File: src/rtl/hazard_stall_ctrl_if.sv
// Signal bundle between the decode/execute pipeline and hazard_stall_ctrl.
// The pipeline side is the master; the controller is the slave.
interface hazard_stall_ctrl_if;
  logic [4:0]  id_rs;
  logic [4:0]  id_rt;
  logic        id_uses_rs;
  logic        id_uses_rt;
  logic        ix_is_load;
  logic        ix_write_to_reg;
  logic [4:0]  ix_dest;
  logic        ix_branch_taken;
  logic        ix_is_jump;

  logic        pc_stall;
  logic        ifid_stall;
  logic        idix_stall;
  logic        ifid_flush;
  logic        idix_flush;
  logic        pc_redirect;
  logic [1:0]  ctrl_state;
  logic [31:0] perf_stalls;
  logic [31:0] perf_flushes;

  modport master (
    output id_rs, id_rt, id_uses_rs, id_uses_rt,
           ix_is_load, ix_write_to_reg, ix_dest, ix_branch_taken, ix_is_jump,
    input  pc_stall, ifid_stall, idix_stall, ifid_flush, idix_flush,
           pc_redirect, ctrl_state, perf_stalls, perf_flushes
  );

  modport slave (
    input  id_rs, id_rt, id_uses_rs, id_uses_rt,
           ix_is_load, ix_write_to_reg, ix_dest, ix_branch_taken, ix_is_jump,
    output pc_stall, ifid_stall, idix_stall, ifid_flush, idix_flush,
           pc_redirect, ctrl_state, perf_stalls, perf_flushes
  );
endinterface

File: src/rtl/hazard_stall_ctrl.sv
// Load-use stall and branch/jump flush sequencer with Mealy outputs.
// Optional performance counters are built when HAZ_PERF_CNT_EN is defined.
module hazard_stall_ctrl #(
  parameter int unsigned LOAD_STALL_CYCLES = 1,
  parameter int unsigned REDIRECT_CYCLES   = 1
) (
  input  logic                clk,
  input  logic                rst_n,
  hazard_stall_ctrl_if.slave  bus
);

  typedef enum logic [1:0] {
    ST_RUN    = 2'd0,
    ST_LSTALL = 2'd1,
    ST_REDIR  = 2'd2
  } state_e;

  localparam logic [3:0] LOAD_RELOAD  = 4'(LOAD_STALL_CYCLES - 1);
  localparam logic [3:0] REDIR_RELOAD = 4'(REDIRECT_CYCLES - 1);

  state_e     state_q, state_d;
  logic [3:0] cnt_q, cnt_d;

  logic rs_hit, rt_hit, hz, rd;
  logic pc_stall, ifid_stall, idix_stall;
  logic ifid_flush, idix_flush, pc_redirect;

  assign rs_hit = bus.id_uses_rs && (bus.id_rs == bus.ix_dest);
  assign rt_hit = bus.id_uses_rt && (bus.id_rt == bus.ix_dest);
  // $0 is hardwired to zero, so a load targeting it never creates a dependency.
  assign hz     = bus.ix_is_load && bus.ix_write_to_reg && (bus.ix_dest != 5'd0)
                  && (rs_hit || rt_hit);
  assign rd     = bus.ix_branch_taken || bus.ix_is_jump;

  always_comb begin
    // NOTE: every signal written here gets a default first so no latch is inferred.
    state_d     = state_q;
    cnt_d       = cnt_q;
    pc_stall    = 1'b0;
    ifid_stall  = 1'b0;
    idix_stall  = 1'b0;
    ifid_flush  = 1'b0;
    idix_flush  = 1'b0;
    pc_redirect = 1'b0;

    case (state_q)
      ST_RUN: begin
        if (rd) begin
          pc_redirect = 1'b1;
          ifid_flush  = 1'b1;
          idix_flush  = 1'b1;
          if (REDIRECT_CYCLES > 1) begin
            state_d = ST_REDIR;
            cnt_d   = REDIR_RELOAD;
          end
        end else if (hz) begin
          pc_stall   = 1'b1;
          ifid_stall = 1'b1;
          idix_stall = 1'b1;
          if (LOAD_STALL_CYCLES > 1) begin
            state_d = ST_LSTALL;
            cnt_d   = LOAD_RELOAD;
          end
        end
      end

      ST_LSTALL: begin
        pc_stall   = 1'b1;
        ifid_stall = 1'b1;
        idix_stall = 1'b1;
        cnt_d      = cnt_q - 4'd1;
        if (cnt_q == 4'd1) state_d = ST_RUN;
      end

      ST_REDIR: begin
        ifid_flush = 1'b1;
        idix_flush = 1'b1;
        cnt_d      = cnt_q - 4'd1;
        if (cnt_q == 4'd1) state_d = ST_RUN;
      end

      default: begin
        state_d = ST_RUN;
        cnt_d   = 4'd0;
      end
    endcase

    // Reset clears the pipeline combinationally, overriding any sequence in flight.
    if (!rst_n) begin
      pc_stall    = 1'b0;
      ifid_stall  = 1'b0;
      idix_stall  = 1'b0;
      ifid_flush  = 1'b1;
      idix_flush  = 1'b1;
      pc_redirect = 1'b0;
    end
  end

  // NOTE: reset is synchronous and state uses non-blocking assignments only.
  always_ff @(posedge clk) begin
    if (!rst_n) begin
      state_q <= ST_RUN;
      cnt_q   <= 4'd0;
    end else begin
      state_q <= state_d;
      cnt_q   <= cnt_d;
    end
  end

  assign bus.pc_stall    = pc_stall;
  assign bus.ifid_stall  = ifid_stall;
  assign bus.idix_stall  = idix_stall;
  assign bus.ifid_flush  = ifid_flush;
  assign bus.idix_flush  = idix_flush;
  assign bus.pc_redirect = pc_redirect;
  assign bus.ctrl_state  = state_q;

`ifdef HAZ_PERF_CNT_EN
  logic [31:0] perf_stalls_q, perf_flushes_q;

  // Flushes forced by reset are not counted: the counters clear instead.
  always_ff @(posedge clk) begin
    if (!rst_n) begin
      perf_stalls_q  <= 32'd0;
      perf_flushes_q <= 32'd0;
    end else begin
      if (idix_stall) perf_stalls_q  <= perf_stalls_q + 32'd1;
      if (idix_flush) perf_flushes_q <= perf_flushes_q + 32'd1;
    end
  end

  assign bus.perf_stalls  = perf_stalls_q;
  assign bus.perf_flushes = perf_flushes_q;
`else
  assign bus.perf_stalls  = 32'd0;
  assign bus.perf_flushes = 32'd0;
`endif

endmodule
File: src/flat_wrapper.sv
// flat-port wrapper written by rule: the top's interface ports become plain ports
module hazard_stall_ctrl_flat 
#(
  parameter int unsigned LOAD_STALL_CYCLES = 1,
  parameter int unsigned REDIRECT_CYCLES   = 1
)
  (clk, rst_n, bus_id_rs, bus_id_rt, bus_id_uses_rs, bus_id_uses_rt, bus_ix_is_load, bus_ix_write_to_reg, bus_ix_dest, bus_ix_branch_taken, bus_ix_is_jump, bus_pc_stall, bus_ifid_stall, bus_idix_stall, bus_ifid_flush, bus_idix_flush, bus_pc_redirect, bus_ctrl_state, bus_perf_stalls, bus_perf_flushes);
  hazard_stall_ctrl_if bus_i ();
  input  logic clk;
  input  logic rst_n;
  input wire logic [$bits(bus_i.id_rs)-1:0] bus_id_rs;
  input wire logic [$bits(bus_i.id_rt)-1:0] bus_id_rt;
  input wire logic [$bits(bus_i.id_uses_rs)-1:0] bus_id_uses_rs;
  input wire logic [$bits(bus_i.id_uses_rt)-1:0] bus_id_uses_rt;
  input wire logic [$bits(bus_i.ix_is_load)-1:0] bus_ix_is_load;
  input wire logic [$bits(bus_i.ix_write_to_reg)-1:0] bus_ix_write_to_reg;
  input wire logic [$bits(bus_i.ix_dest)-1:0] bus_ix_dest;
  input wire logic [$bits(bus_i.ix_branch_taken)-1:0] bus_ix_branch_taken;
  input wire logic [$bits(bus_i.ix_is_jump)-1:0] bus_ix_is_jump;
  output wire logic [$bits(bus_i.pc_stall)-1:0] bus_pc_stall;
  output wire logic [$bits(bus_i.ifid_stall)-1:0] bus_ifid_stall;
  output wire logic [$bits(bus_i.idix_stall)-1:0] bus_idix_stall;
  output wire logic [$bits(bus_i.ifid_flush)-1:0] bus_ifid_flush;
  output wire logic [$bits(bus_i.idix_flush)-1:0] bus_idix_flush;
  output wire logic [$bits(bus_i.pc_redirect)-1:0] bus_pc_redirect;
  output wire logic [$bits(bus_i.ctrl_state)-1:0] bus_ctrl_state;
  output wire logic [$bits(bus_i.perf_stalls)-1:0] bus_perf_stalls;
  output wire logic [$bits(bus_i.perf_flushes)-1:0] bus_perf_flushes;
  assign bus_i.id_rs = bus_id_rs;
  assign bus_i.id_rt = bus_id_rt;
  assign bus_i.id_uses_rs = bus_id_uses_rs;
  assign bus_i.id_uses_rt = bus_id_uses_rt;
  assign bus_i.ix_is_load = bus_ix_is_load;
  assign bus_i.ix_write_to_reg = bus_ix_write_to_reg;
  assign bus_i.ix_dest = bus_ix_dest;
  assign bus_i.ix_branch_taken = bus_ix_branch_taken;
  assign bus_i.ix_is_jump = bus_ix_is_jump;
  assign bus_pc_stall = bus_i.pc_stall;
  assign bus_ifid_stall = bus_i.ifid_stall;
  assign bus_idix_stall = bus_i.idix_stall;
  assign bus_ifid_flush = bus_i.ifid_flush;
  assign bus_idix_flush = bus_i.idix_flush;
  assign bus_pc_redirect = bus_i.pc_redirect;
  assign bus_ctrl_state = bus_i.ctrl_state;
  assign bus_perf_stalls = bus_i.perf_stalls;
  assign bus_perf_flushes = bus_i.perf_flushes;
  hazard_stall_ctrl #(.LOAD_STALL_CYCLES(LOAD_STALL_CYCLES), .REDIRECT_CYCLES(REDIRECT_CYCLES)) u_core (.clk(clk), .rst_n(rst_n), .bus(bus_i));
endmodule
File: config.mk
export PLATFORM = sky130hd
export DESIGN_NAME = hazard_stall_ctrl_flat
export DESIGN_NICKNAME = d
export VERILOG_FILES = /design/src/rtl/hazard_stall_ctrl_if.sv /design/src/rtl/hazard_stall_ctrl.sv /design/src/flat_wrapper.sv
export SDC_FILE = /design/constraint.sdc
export NUM_CORES = 1
export LEC_CHECK = 0
export ABC_AREA = 1
export CORE_MARGIN = 5
export CORE_UTILIZATION = 25
export DETAILED_ROUTE_END_ITERATION = 10
export PLACE_DENSITY = 0.88
export SLEW_MARGIN = 30
export SYNTH_ARGS = -nofsm -noshare
export SYNTH_HDL_FRONTEND = slang
export SYNTH_SLANG_ARGS = --single-unit
export TNS_END_PERCENT = 20
File: constraint.sdc
create_clock -name clk -period 0.8 [get_ports clk]
set_clock_uncertainty 0.05 [all_clocks]
set_input_delay 0.08 -clock clk [delete_from_list [all_inputs] [get_ports clk]]
set_output_delay 0.08 -clock clk [all_outputs]
set_load 0.03 [all_outputs]
### Word level (Yosys, flattened, before mapping)

Cells that the tools add are included.

* register bits: 6
* bits in latches: 0
* RAM bits: 0
* memory bits (read-only): 0
* output and inout bits: 72
* logic and storage cells: 33
* memories kept: 0

* add/subtract/negate cells: 1
* multiply operators: 0
* div/mod/pow operators: 0
* magnitude comparators: 0
* eq/ne operators: 6
* shifts and indexed selects: 0
* muxes and demuxes: 12
* bitwise gates (word level): 1
* reductions and logical operators: 11

Operators by type and width (count)
* == test 5 bit: 2
* one-hot mux 4 bit (2 select lines): 1
* two-way mux 1 bit: 7
* logical AND 1 bit: 5
* nonzero test 5 bit: 1
* == test 4 x 1 -> 1 bit, second input constant: 1
* one-hot mux 1 bit (2 select lines): 2
* one-hot mux 2 bit (2 select lines): 1
* subtractor 4 x 1 -> 4 bit, second input constant: 1
* == test 2 x 1 -> 1 bit, second input constant: 1
* == test 2 bit, second input constant: 1
* zero test 2 bit: 1
* logical OR 1 bit: 2
* two-way mux 2 bit: 1
* != test 2 x 1 -> 1 bit, second input constant: 1
* AND reduction 2 bit: 1
* OR reduction 2 bit: 1
* NOT 1 bit: 1

### Longest topological paths before layout

* word-level depth: 8
* gate-level depth with buffers: 7
* mapped depth without buffers: 6

### Worst setup path after synthesis

Ideal clock, no wire load.

* path type: in2out
* start point: input bus_ix_is_jump
* end point: output bus_ifid_stall
* data arrival time: 1.246 ns
* required time: 0.670 ns
* slack: -0.576 ns
* cell stages on the path: 6
* cell sequence: nor2_1 > nand2_1 > nor2_1 > o21ai_0 > a21oi_2 > buf_4

* word-level cells in the longest chain between the ends: 4

Ends and longest elaborated chain
* start: declaration: RTL line flat_wrapper.sv:19 `input wire logic [$bits(bus_i.ix_is_jump)-1:0] bus_ix_is_jump;`
* logical OR 1 bit: RTL line hazard_stall_ctrl.sv:33 `assign rd = bus.ix_branch_taken || bus.ix_is_jump;`
* two-way mux 1 bit
* one-hot mux 1 bit (2 select lines)
* two-way mux 1 bit
* end: declaration: RTL line flat_wrapper.sv:21 `output wire logic [$bits(bus_i.ifid_stall)-1:0] bus_ifid_stall;`

Every way passes these cells.

### Worst setup path in the final report

* start point: input bus_ix_is_jump
* end point: output bus_ifid_stall

* word-level cells in the longest chain between the ends: 4

Ends and longest elaborated chain
* logical OR 1 bit: RTL line hazard_stall_ctrl.sv:33
* two-way mux 1 bit: RTL line hazard_stall_ctrl.sv:48 `if (rd) begin`
* one-hot mux 1 bit (2 select lines): RTL line hazard_stall_ctrl.sv:46 `case (state_q)`
* two-way mux 1 bit: RTL line hazard_stall_ctrl.sv:89 `if (!rst_n) begin`

Every way passes these cells.

==> summary.txt <==
Final layout
  – FF+latch count: 0
  – Share of post-route cells with drive strength above 1: 37.6%
  – # diodes: 0
  – Fin nets: 182
  – Finished Layout Cells: 190
  – Synth-to-Final Area Change: 21.0%
  – Reg area: 0 sq um
  – Clkbuf count: 0
  – Fill count: between 300 and 400
  – Finished Cell Area: around 910 sq um

Critical path
  – Critical path endpoint category: primary output
  – Req. time, crit path: between 0.6 and 0.7 ns
  – Critical path class: primary input to primary output
  – Worst-path fanout max: 3
  – Critical Path Start: bus_ix_is_jump
  – Crit start category: primary input
  – Crit path arrival time: ~0.88 ns

Route
  – Residual DRC: 0
  – Final WL: between 1500 and 2000 um
  – Vias: approximately 610
  – DR WL/cell: about 8.7 um
  – DR vias/cell: ~3.2
  – DRT Pass-1 Iters: 2
  – Initial detailed-routing violation count: 5
  – Post-route ant nets: 0

STA
  – Final Hold Fails: 0
  – Pins Over Slew Limit: 0
  – Fmax: between 0.9 and 1 GHz
  – Finish-stage setup viols: 5
  – Final worst slack: -0.211 ns
  – Worst Hold Margin: between 0.4 and 0.5 ns
  – Final period utilization: 126%
  – Setup TNS: -0.833 ns
  – Crit path time final: ~1.0 ns
  – RSZ-0062 raised after global routing: true

Power
  – Total net switching power: 0.555 mW
  – Power, Total: slightly above 0.7 mW
  – Peak supply drop: 0.196 mV
  – Net Sw Frac: a little under 80%
  – Share of power burned in registers: 0%
  – Clock power share: 0%
  – Combinational share of power: 100.0%
  – Int Power: approximately 0.15 mW
  – Pwr Density: just under 800 nW/um^2
  – Leak Pwr: between 0.5 and 0.6 nW

GRT
  – First-pass GRT wire length: roughly 2100 um
  – Initial antenna violation count: 0
  – Largest net degree at the start of global routing: 5
  – GRT overflow: 0
  – Number of global-route vias before repair: 510
  – GRT Overall Usage: under 10%

Logic synthesis
  – Yosys top cell by area: buf_4
  – Synth Instances: 128
  – Top cells by area, synth: buf_4 (69%), nand2_1 (13%), nor2_1 (5.0%)
  – Synth Warn #: 0
  – Cell with the most instances after synthesis: buf_4
  – Mean Syn Cell Area: ~5.9 sq um
  – Distinct cells, synth: 12
  – Yosys top cell area share: between 60% and 70%
  – Post-synth top cells: buf_4 (69), nand2_1 (26), nor2_1 (10)
  – Post-synthesis cell area: between 700 and 800 sq um
  – Seq/Total Area, Yosys: 0%

Die
  – Starting Density: between 20% and 30%
  – Top-level I/O count: 95
  – Die X: 65.0 um
  – CORE AREA: between 2000 and 3000 sq um
  – Standard-cell rows: 20
  – Die area: approximately 4200 sq um
  – Die height: between 60 and 70 um

CTS
  – Post-CTS Hold Buffers: 0

Run status
  – Status: complete, but fails checks
  – Failing checks: setup timing

Placement
  – Port bufs: 28
  – Area post-placement: approximately 830 sq um
  – GPL Wtd Cong: a little under 0.8
  – Post-Place Cells: roughly 190
  – Dpl hpwl: 1450 um

Job
  – Max-Cap Viols: 0

Min path
  – Hold Crit Class: primary input to primary output
  – Worst Hold Launch: rst_n
[per-stage QoR]
| stage | util, % | worst slack (ns) |
|---|---|---|
| 6_report | 30.7 | -0.211 |
| 5_1_grt | 30.7 | -0.283 |
| 4_1_cts | 28.9 | -0.227 |
| 3_5_place_dp | 28.0 | -0.708 |
| 3_3_place_gp | 28.0 | -0.698 |
| 2_1_floorplan | - | -0.265 |
[cells in the final DEF, fill, tap and decap left out]
master           synthesis  layout
buf_4                   69       7
buf_2                    0       7
nor2_4                   0       4
clkdlybuf4s15_1          0       1
inv_1                    9       7
buf_6                    0      11
nand4_1                  1       1
buf_8                    0       3
inv_4                    0       3
inv_2                    5       4
conb_1                   1      66
o21ai_1                  0       1
clkbuf_2                 0       2
nor2_2                   0       2
o21ai_2                  0       1
nand2_4                  0       1
nor2_1                  10       4
nand2_2                  1      10
nand3_2                  0       2
a21oi_4                  0       1
nand2_1                 26      16
dlygate4sd2_1            0       2
a21oi_2                  1       1
[power by group through the flow]
stage | sequential [mW] | clock [mW] | combinational (mW)
after detailed placement | 0 | 0 | 0.654
after global placement | 0 | 0 | 0.649
after floorplan | 0 | 0 | 0.748
after CTS | 0 | 0 | 0.657
final | 0 | 0 | 0.708
after global routing | 0 | 0 | 0.752
[cell families after synthesis]
family / count (synthesis) / share of synthesized area, %
buf+inv: 83 / 75.5
compound gates: 4 / 3.15
other cells: 1 / 0.496
simple gates: 40 / 20.9
[worst max-delay path: stages]
cell     delay (ns)
buf_2          0.11
nor2_4         0.13
nand2_4        0.07
nor2_4         0.10
o21ai_2        0.07
a21oi_4        0.16
buf_6          0.16
[per-layer routing]
metal	part of all wire (%)	up-vias	GRT usage (%)	wire length [um]
met1	30	261	6.20	500
met3	17	0	2.25	276
met2	53	53	12.1	880
met4	0	0	0	0
li1	-	300	-	-
met5	0	-	0	0
[final cells by class]
type | count | area [sq um] | share of cell area [%]
timing repair buffer | 33 | 294 | 32.1
tap | 33 | 41.3 | 4.51
multi-input combinational | 110 | 519 | 56.8
inverter | 14 | 60.1 | 6.57
[path summary, 6_finish.rpt]
path | to | slack (ns) | cells after the start
hold / removal | bus_pc_redirect | 0.47 | 4
setup / recovery | bus_ifid_stall | -0.21 | 7
[timing repair]
action                                  4_1_cts  5_1_grt
setup buffers                                 2        0
hold endpoints to repair                      0        0
endpoints found under the setup margin        6        6
gates resized for setup                     101       22
pin swaps                                    24       14
No activity file was read; power rests on OpenSTA's default activity.
